File: src/rtl/rinse_mode.sv
// rinse_mode: rinse-stage sequencer of the washer controller.
// Runs 1-3 rounds of fill / agitate / drain, paced by a TICK_DIV prescaler,
// and flags completion to the dewater stage via rinse_end_sign.
`timescale 1ns/1ps

module rinse_mode #(
  parameter int unsigned TICK_DIV = 4
) (
  input  logic       clk,
  input  logic       rst,
  input  logic       power,
  input  logic       start,
  input  logic       rinse_start,
  input  logic [2:0] weight,
  input  logic [1:0] rinse_times,
  output logic       rinse_end_sign,
  output logic       water_in_light,
  output logic       rinsing_light,
  output logic       water_out_light,
  output logic [2:0] water_level,
  output logic [7:0] rinse_count,
  output logic [1:0] rinse_index
);

  // Prescaler sizing; TICK_DIV >= 2 keeps the width at least one bit.
  localparam int unsigned PW = $clog2(TICK_DIV);
  localparam logic [PW-1:0] PRESC_LAST = PW'(TICK_DIV - 1);

  // Light vector bit order: {water_in, rinsing, water_out}.
  localparam logic [2:0] LIGHT_IN   = 3'b100;
  localparam logic [2:0] LIGHT_RNS  = 3'b010;
  localparam logic [2:0] LIGHT_OUT  = 3'b001;
  localparam logic [2:0] LIGHT_NONE = 3'b000;

  localparam logic [2:0] S_IDLE      = 3'd0;
  localparam logic [2:0] S_WATER_IN  = 3'd1;
  localparam logic [2:0] S_RINSING   = 3'd2;
  localparam logic [2:0] S_WATER_OUT = 3'd3;
  localparam logic [2:0] S_DONE      = 3'd4;

  logic [2:0]    state_q, state_d;
  logic [2:0]    level_q, level_d;
  logic [2:0]    timer_q, timer_d;
  logic [PW-1:0] presc_q, presc_d;
  logic [1:0]    idx_q, idx_d;
  logic [2:0]    t_q, t_d;
  logic [1:0]    r_q, r_d;
  logic [2:0]    lights_q, lights_d;
  logic          end_q, end_d;

  logic       active;
  logic       run;
  logic       in_phase;
  logic       tick;
  logic [2:0] weight_clamped;
  logic [1:0] times_clamped;

  // Run qualification and prescaler terminal count.
  assign active   = power & rinse_start;
  assign run      = active & start;
  assign in_phase = (state_q == S_WATER_IN) || (state_q == S_RINSING) ||
                    (state_q == S_WATER_OUT);
  assign tick     = run & in_phase & (presc_q == PRESC_LAST);

  // Load parameters are sanitised before latching: level 1..5, rounds 1..3.
  assign weight_clamped = (weight == 3'd0) ? 3'd1 :
                          (weight > 3'd5)  ? 3'd5 : weight;
  assign times_clamped  = (rinse_times == 2'd0) ? 2'd1 : rinse_times;

  // Next-state and datapath update; pause leaves every register as is.
  always_comb begin
    state_d  = state_q;
    level_d  = level_q;
    timer_d  = timer_q;
    presc_d  = presc_q;
    idx_d    = idx_q;
    t_d      = t_q;
    r_d      = r_q;
    lights_d = lights_q;

    if (!active) begin
      // Losing power or enable abandons the stage immediately; no drain.
      state_d  = S_IDLE;
      level_d  = 3'd0;
      timer_d  = 3'd0;
      presc_d  = '0;
      idx_d    = 2'd0;
      lights_d = LIGHT_NONE;
    end else if (run) begin
      if (in_phase) begin
        presc_d = tick ? '0 : presc_q + PW'(1);
      end

      case (state_q)
        S_IDLE: begin
          state_d  = S_WATER_IN;
          t_d      = weight_clamped;
          r_d      = times_clamped;
          idx_d    = 2'd0;
          level_d  = 3'd0;
          timer_d  = 3'd0;
          presc_d  = '0;
          lights_d = LIGHT_IN;
        end

        S_WATER_IN: begin
          if (tick) begin
            level_d = level_q + 3'd1;
            if ((level_q + 3'd1) == t_q) begin
              state_d  = S_RINSING;
              timer_d  = t_q;
              presc_d  = '0;
              lights_d = LIGHT_RNS;
            end else begin
              lights_d[2] = ~lights_q[2];
            end
          end
        end

        S_RINSING: begin
          if (tick) begin
            timer_d = timer_q - 3'd1;
            if (timer_q == 3'd1) begin
              state_d  = S_WATER_OUT;
              presc_d  = '0;
              lights_d = LIGHT_OUT;
            end else begin
              lights_d[1] = ~lights_q[1];
            end
          end
        end

        S_WATER_OUT: begin
          if (tick) begin
            level_d = level_q - 3'd1;
            if (level_q == 3'd1) begin
              presc_d = '0;
              if (idx_q < (r_q - 2'd1)) begin
                // Next round starts straight away with an empty drum.
                state_d  = S_WATER_IN;
                idx_d    = idx_q + 2'd1;
                lights_d = LIGHT_IN;
              end else begin
                state_d  = S_DONE;
                lights_d = LIGHT_NONE;
              end
            end else begin
              lights_d[0] = ~lights_q[0];
            end
          end
        end

        S_DONE: begin
          lights_d = LIGHT_NONE;
          level_d  = 3'd0;
        end

        default: begin
          state_d  = S_IDLE;
          level_d  = 3'd0;
          timer_d  = 3'd0;
          presc_d  = '0;
          idx_d    = 2'd0;
          lights_d = LIGHT_NONE;
        end
      endcase
    end

    end_d = (state_d == S_DONE);
  end

  // State and datapath registers.
  always_ff @(posedge clk) begin
    if (rst) begin
      state_q  <= S_IDLE;
      level_q  <= 3'd0;
      timer_q  <= 3'd0;
      presc_q  <= '0;
      idx_q    <= 2'd0;
      t_q      <= 3'd0;
      r_q      <= 2'd0;
      lights_q <= LIGHT_NONE;
      end_q    <= 1'b0;
    end else begin
      state_q  <= state_d;
      level_q  <= level_d;
      timer_q  <= timer_d;
      presc_q  <= presc_d;
      idx_q    <= idx_d;
      t_q      <= t_d;
      r_q      <= r_d;
      lights_q <= lights_d;
      end_q    <= end_d;
    end
  end

  assign rinse_end_sign  = end_q;
  assign water_in_light  = lights_q[2];
  assign rinsing_light   = lights_q[1];
  assign water_out_light = lights_q[0];
  assign water_level     = level_q;
  assign rinse_index     = idx_q;

  logic [7:0] t8;
  logic [7:0] rem8;
  logic [7:0] later_rounds;

  // Remaining stage time: current phase residue plus untouched later phases/rounds.
  always_comb begin
    t8           = 8'(t_q);
    rem8         = 8'(r_q) - 8'd1 - 8'(idx_q);
    later_rounds = 8'd3 * t8 * rem8;
    rinse_count  = 8'd0;
    case (state_q)
      S_WATER_IN:  rinse_count = (t8 - 8'(level_q)) + (8'd2 * t8) + later_rounds;
      S_RINSING:   rinse_count = 8'(timer_q) + t8 + later_rounds;
      S_WATER_OUT: rinse_count = 8'(level_q) + later_rounds;
      default:     rinse_count = 8'd0;
    endcase
  end

endmodule

File: config.mk
export PLATFORM = sky130hd
export DESIGN_NAME = rinse_mode
export DESIGN_NICKNAME = d
export VERILOG_FILES = /design/src/rtl/rinse_mode.sv
export SDC_FILE = /design/constraint.sdc
export NUM_CORES = 1
export LEC_CHECK = 0
export ABC_AREA = 1
export CAP_MARGIN = 20
export CORE_ASPECT_RATIO = 1.5
export CORE_MARGIN = 4
export CORE_UTILIZATION = 40
export DETAILED_ROUTE_END_ITERATION = 10
export SYNTH_ARGS = -nofsm -noshare
export SYNTH_HDL_FRONTEND = slang
export SYNTH_SLANG_ARGS = --single-unit
File: constraint.sdc
create_clock -name clk -period 10.5 [get_ports clk]
set_input_delay 1.575 -clock clk [delete_from_list [all_inputs] [get_ports clk]]
set_output_delay 1.575 -clock clk [all_outputs]
set_load 0.05 [all_outputs]
==> results of run 1 <==
cell usage in the layout, fill, tap and decap left out, drive strengths merged:
cell type and instances:
nor3b 1, and2 1, o22ai 5, nand2 97
nor2 56, a31oi 3, nand4 5, a41oi 1
fa 16, xnor2 3, o32ai 1, a21oi 30
bufinv 1, a22o 1, nand3 30, a32o 1
or2 5, clkdlybuf4s50 26, nand3b 2, a211oi 4
inv 87, nor3 3, xor2 5, dfxtp 22
clkbuf 3, o21ai 27, ha 44
per-stage QoR:
step | instance area, sq um | std cells | worst slack, ns | util
after floorplan | 3060 | 454 | 3.25 | -
after global placement | 3430 | 576 | 3.11 | 0.465
after detailed placement | 3430 | 576 | 2.95 | 0.465
after CTS | 3500 | 580 | 2.65 | 0.475
after global routing | 3500 | 580 | 2.18 | 0.475
final | 3500 | 580 | 2.67 | 0.475
final cells by class:
cell class                      count  area (sq um)
Multi-Input combinational cell    341          2270
Fill cell                         771          3870
Clock inverter                      1          30.0
Inverter                           87           327
Sequential cell                    22           440
Clock buffer                        3          41.3
Timing Repair Buffer               26           260
Tap cell                          100           125
worst paths after layout:
kind | start | endpoint | slack (ns) | cells past startpoint
max | r_q[0]$_SDFFE_PP0P_ | rinse_count[7] | 2.67 | 23
max reg2reg | water_level[0]$_SDFFE_PP0P_ | state_q[0]$_SDFF_PP0_ | 8.31 | 9
min | r_q[1]$_SDFFE_PP0P_ | r_q[1]$_SDFFE_PP0P_ | 0.47 | 2
min reg2reg | r_q[1]$_SDFFE_PP0P_ | r_q[1]$_SDFFE_PP0P_ | 0.47 | 2
worst max-delay path, cell delays in order (launching register included):
cell and delay [ns]:
dfxtp_1 0.34, inv_1 0.07, ha_1 0.35, fa_1 0.41
or2_2 0.28, nand2_1 0.12, inv_1 0.07, nand2_1 0.09
fa_1 0.45, fa_1 0.51, fa_1 0.55, inv_1 0.04
ha_1 0.21, fa_1 0.40, xor2_1 0.29, ha_1 0.32
nand2_1 0.09, o21ai_0 0.09, a21oi_1 0.19, inv_1 0.06
nand3_1 0.08, nand3_1 0.07, nand2_1 0.09, clkdlybuf4s50_1 0.79
cell families (layout without fill, tap and decap cells):
logic type | Yosys count | in the layout | share of synthesized area
adder cells (fa/ha/maj) | 60 | 60 | 0.284
flip-flops | 22 | 22 | 0.144
AO/OA/AOI/OAI | 73 | 73 | 0.134
AND/OR/NAND/NOR | 200 | 200 | 0.302
buffers and inverters | 91 | 117 | 0.114
XOR/XNOR | 8 | 8 | 0.0229
power by group:
part           internal (W)   total, W  switching [W]
clock             0.0000512  0.0000854      0.0000342
sequential        0.0000851  0.0000876     0.00000250
combinational      0.000100   0.000259       0.000159
total              0.000237   0.000432       0.000195
sequential cells by signal, summed over array words and instances, names as in the netlist:
name / cells
lights_q: 3
state_q: 3
t_q: 3
water_level: 3
timer_q: 3
presc_q: 2
r_q: 2
rinse_index: 2
rinse_end_sign: 1
metal layers:
metal	vias up	wire, microns
met5	-	0
met4	0	180
li1	1510	-
met1	1368	3110
met3	10	139
met2	37	4130
==> flow_summary.json, run 1 <==
{
  "status": "finished clean",
  "rsz0062_at_grt": "no",
  "post-cts-setup-buffer-count": 0,
  "overflow": 0,
  "num_rows": 38,
  "die_h_microns": 115,
  "dieWidth_microns": 79.5,
  "ioPinCount": 27,
  "fin_skew_ns": 0.00585,
  "cts_tree": "yes",
  "startpoint_type": "register",
  "syn_area_per_cell_sq_um": 6.75,
  "final_layout_size_suffix_gt1_frac": 0.0667,
  "dieArea_sq_um": 9150,
  "ys_top_cells_by_count": "nand2_1, inv_1, nor2_1, ha_1, a21oi_1",
  "fin_crit_ns": 7.83,
  "syn_nets": 524,
  "vdd_ir_drop_max_mv": 0.0687,
  "max_cap_viol_count": 0,
  "synth-edff-count": 0,
  "met2_usage": 0.346,
  "maxSlewHeadroom": 0.424,
  "synth-seq-cells": 22,
  "synth_area_sq_um": 3060,
  "diodes": 0,
  "hold_viol_final": 0,
  "first_iter_violations": 80,
  "clock-root-buffer": "clkbuf_8",
  "crit_type": "reg2out",
  "power_density_nw_per_um2": 123,
  "drc_errors": 0,
  "slew_violations": 0,
  "synthArstFlopShare": 0,
  "clock_sinks": 22,
  "post_cts_resized": 0,
  "clockBufferDepth": 2,
  "synth_seq_area_share": 0.144,
  "place.gp.congestion": 0.858,
  "postCtsHoldBufs": 0,
  "core_area_sq_um": 7370,
  "areaGrowthSynthToFinish_pct": 14.2,
  "post-route-period-util": 0.745,
  "yosysMostFrequentCell": "nand2_1",
  "portBuffers": 26,
  "synth_top_cell_area_share": 0.180,
  "wl_per_cell_microns": 13.0,
  "grt_use_total": 0.178,
  "total_power_w": 0.000432,
  "dp_hpwl_mm": 6.36,
  "busiest_layer": "met2",
  "viasPerCell": 5.04,
  "grt_pass1_vias": 2996,
  "grt_pass1_wl_mm": 13.1,
  "p_leak_nw": 1.74,
  "fin_nets": 551,
  "fin_setup_tns_ns": 0,
  "setup_viol": 0,
  "clk_latency_ns": 0.29,
  "synthTopCellsByArea": "ha_1, dfxtp_1, nand2_1",
  "antenna_found_initial": 0,
  "numCtsBuffers": 3,
  "wl_mm": 7.56,
  "required_ns": 8.93,
  "worstMarginPinSlew_ns": 0.860,
  "h-tree-depth": 1,
  "fmax_mhz": 128,
  "synth_cell_types": 38,
  "arrival_ns": 6.25,
  "dr.pass1.iters": 5,
  "yosys_warnings": 0,
  "ant_nets": 0,
  "start_util": 0.416,
  "globalRouteMet3Util": 0.00784,
  "hp-class": "reg2reg",
  "crit_path_end_kind": "primary output",
  "vias": 2925,
  "synth_flop_cell": "dfxtp_1",
  "use_met1": 0.197,
  "syn_inst": 454,
  "clkTransAtPathRegs_ns": 0.09,
  "critPathMaxFanout": 4,
  "whs_ns": 0.473,
  "grt_max_degree": 15,
  "synth.largest_area_cell": "ha_1"
}
Power figures use the tool's default switching activity.
==> inputs of run 2 (changes only) <==
Clock period 10.5 ns to 6.4 ns, I/O delays scaled along.
==> flow_summary.json, run 2 (same netlist as run 1, synthesis figures left out) <==
{
  "crit_path_end_kind": "primary output",
  "first_iter_violations": 99,
  "h-tree-depth": 1,
  "critPathMaxFanout": 5,
  "arrival_ns": 5.19,
  "crit_top_cell": "fa_1",
  "clk_latency_ns": 0.29,
  "p_leak_nw": 1.78,
  "pwr-share-comb": 0.643,
  "final_common_cell": "nand2_1",
  "p_sw_frac": 0.441,
  "grt_max_degree": 15,
  "areaGrowthSynthToFinish_pct": 18.6,
  "clock-root-buffer": "clkbuf_8",
  "cts_tree": "yes",
  "numCtsBuffers": 3,
  "maxSlewHeadroom": 0.438,
  "holdPathStages": 2,
  "dr.pass1.iters": 4,
  "portBuffers": 26,
  "startpoint_type": "register",
  "hold_start": "r_q[1]$_SDFFE_PP0P_",
  "max_cap_viol_count": 0,
  "antenna_found_initial": 0,
  "drc_errors": 0,
  "max_stage_delay_ns": 0.59,
  "ff2ff_setup_slack_ns": 4.23,
  "fin_setup_tns_ns": 0,
  "status": "finished clean",
  "fin_crit_ns": 6.15,
  "dp_hpwl_mm": 6.46,
  "seqPwrFrac": 0.182,
  "worstMarginPinSlew_ns": 0.840,
  "wl_per_cell_microns": 13.3,
  "total_power_w": 0.000793,
  "wl_mm": 7.78,
  "crit_type": "reg2out",
  "grt_pass1_vias": 2929,
  "final_layout_size_suffix_gt1_frac": 0.105,
  "dp_cells": 580,
  "clockBufferDepth": 2,
  "post-route-period-util": 0.960,
  "fmax_mhz": 163,
  "worstPathCellList": "inv_2, ha_4, fa_1, or2_2, nand2_2, inv_1, nand2_1, fa_1, fa_1, fa_1, inv_1, ha_1, fa_2, ha_4, a21oi_1, o21ai_1, a21oi_2, inv_1, nand3_1, nand3_1, nand2_2, buf_12",
  "dieArea_sq_um": 9150,
  "regArea_sq_um": 442,
  "clkTransAtPathRegs_ns": 0.08,
  "reg2reg_from": "state_q[2]$_SDFF_PP0_",
  "viasPerCell": 4.99,
  "final_cells": 585,
  "cp_top_family": "adder cells",
  "slew_violations": 0,
  "rr_endpoint": "state_q[0]$_SDFF_PP0_",
  "dieWidth_microns": 79.5,
  "hold_viol_final": 0,
  "die_h_microns": 115,
  "fin_skew_ns": 0.00871,
  "place.gp.congestion": 0.874,
  "start_util": 0.416,
  "nFillCells": 751,
  "multiInputGateArea_sq_um": 2340,
  "vias": 2917,
  "required_ns": 5.44,
  "rsz0062_at_grt": "no",
  "whs_endpoint": "r_q[1]$_SDFFE_PP0P_",
  "grt_use_total": 0.179,
  "grt_pass1_wl_mm": 13.1,
  "core_area_sq_um": 7370,
  "clock_sinks": 22,
  "slowest_stage": "fa_2",
  "reg2regPathDepth": 9,
  "clkPwrFrac": 0.175,
  "final_cell_mix": "nand2_1, inv_1, nor2_1",
  "whs_ns": 0.473,
  "ant_nets": 0,
  "diodes": 0,
  "num_rows": 38,
  "power.switching_w": 0.000349,
  "overflow": 0,
  "fin_nets": 556,
  "critPathBufInv": 5,
  "ioPinCount": 27,
  "power_density_nw_per_um2": 218,
  "hp-class": "reg2reg",
  "pre_cts_ws_ns": 0.0903,
  "vdd_ir_drop_max_mv": 0.124,
  "setup_viol": 0,
  "power.internal_w": 0.000444,
  "finalWorstSetupSlack_ns": 0.253
}
## run 2: timing repair
item | 4_1_cts | 5_1_grt
hold buffers | 0 | 0
cloned | 0 | 0
pin swaps | 1 | 5
resized for setup | 5 | 7
buffers inserted | 0 | 1
endpoints found under the setup margin | 2 | 4
## run 2: worst max path at each step
stage	from	slack, ns	cells after the start	end
final	r_q[0]$_SDFFE_PP0P_	0.25	22	rinse_count[7]
after global routing	r_q[0]$_SDFFE_PP0P_	0.005	22	rinse_count[7]
after CTS	r_q[0]$_SDFFE_PP0P_	0.006	23	rinse_count[7]
after detailed placement	r_q[0]$_SDFFE_PP0P_	0.09	23	rinse_count[7]
after global placement	r_q[0]$_SDFFE_PP0P_	0.21	23	rinse_count[7]
after floorplan	rinse_index[0]$_SDFFE_PP0P_	0.14	17	rinse_count[6]
## run 2: layer usage
layer | routed length [microns] | GRT usage | up-vias
met5 | 0 | 0 | -
li1 | - | - | 1520
met3 | 107 | 0.00705 | 13
met4 | 174 | 0.0619 | 0
met1 | 3140 | 0.196 | 1356
met2 | 4350 | 0.357 | 28
## run 2: final cells by class
| class | count | share of cell area |
|---|---|---|
| timing repair buffer | 31 | 0.0896 |
| multi-input combinational | 341 | 0.645 |
| clock inverter | 1 | 0.00827 |
| inverter | 87 | 0.0899 |
| tap | 100 | 0.0344 |
| clock buffer | 3 | 0.0114 |
| sequential | 22 | 0.122 |
## run 2: power groups by stage
stage | Clock [W] | Sequential [W] | Combinational (W)
4_1_cts | 0.000139 | 0.000144 | 0.000473
2_1_floorplan | 0 | 0.000147 | 0.000332
5_1_grt | 0.000144 | 0.000145 | 0.000570
3_5_place_dp | 0 | 0.000147 | 0.000451
3_3_place_gp | 0 | 0.000147 | 0.000439
6_report | 0.000139 | 0.000144 | 0.000510
## run 2: stage by stage
step / instance area [sq um] / utilization
3_5_place_dp: 3480 / 0.473
3_3_place_gp: 3480 / 0.473
5_1_grt: 3630 / 0.493
4_1_cts: 3590 / 0.488
2_1_floorplan: 3060 / -
6_report: 3630 / 0.493
## run 2: worst reg2reg max path: cells and delay by family (launching register included)
family                 cells  cell delay (ns)
flip-flops                 1             0.66
buffers and inverters      2             0.36
AND/OR/NAND/NOR            7             1.03
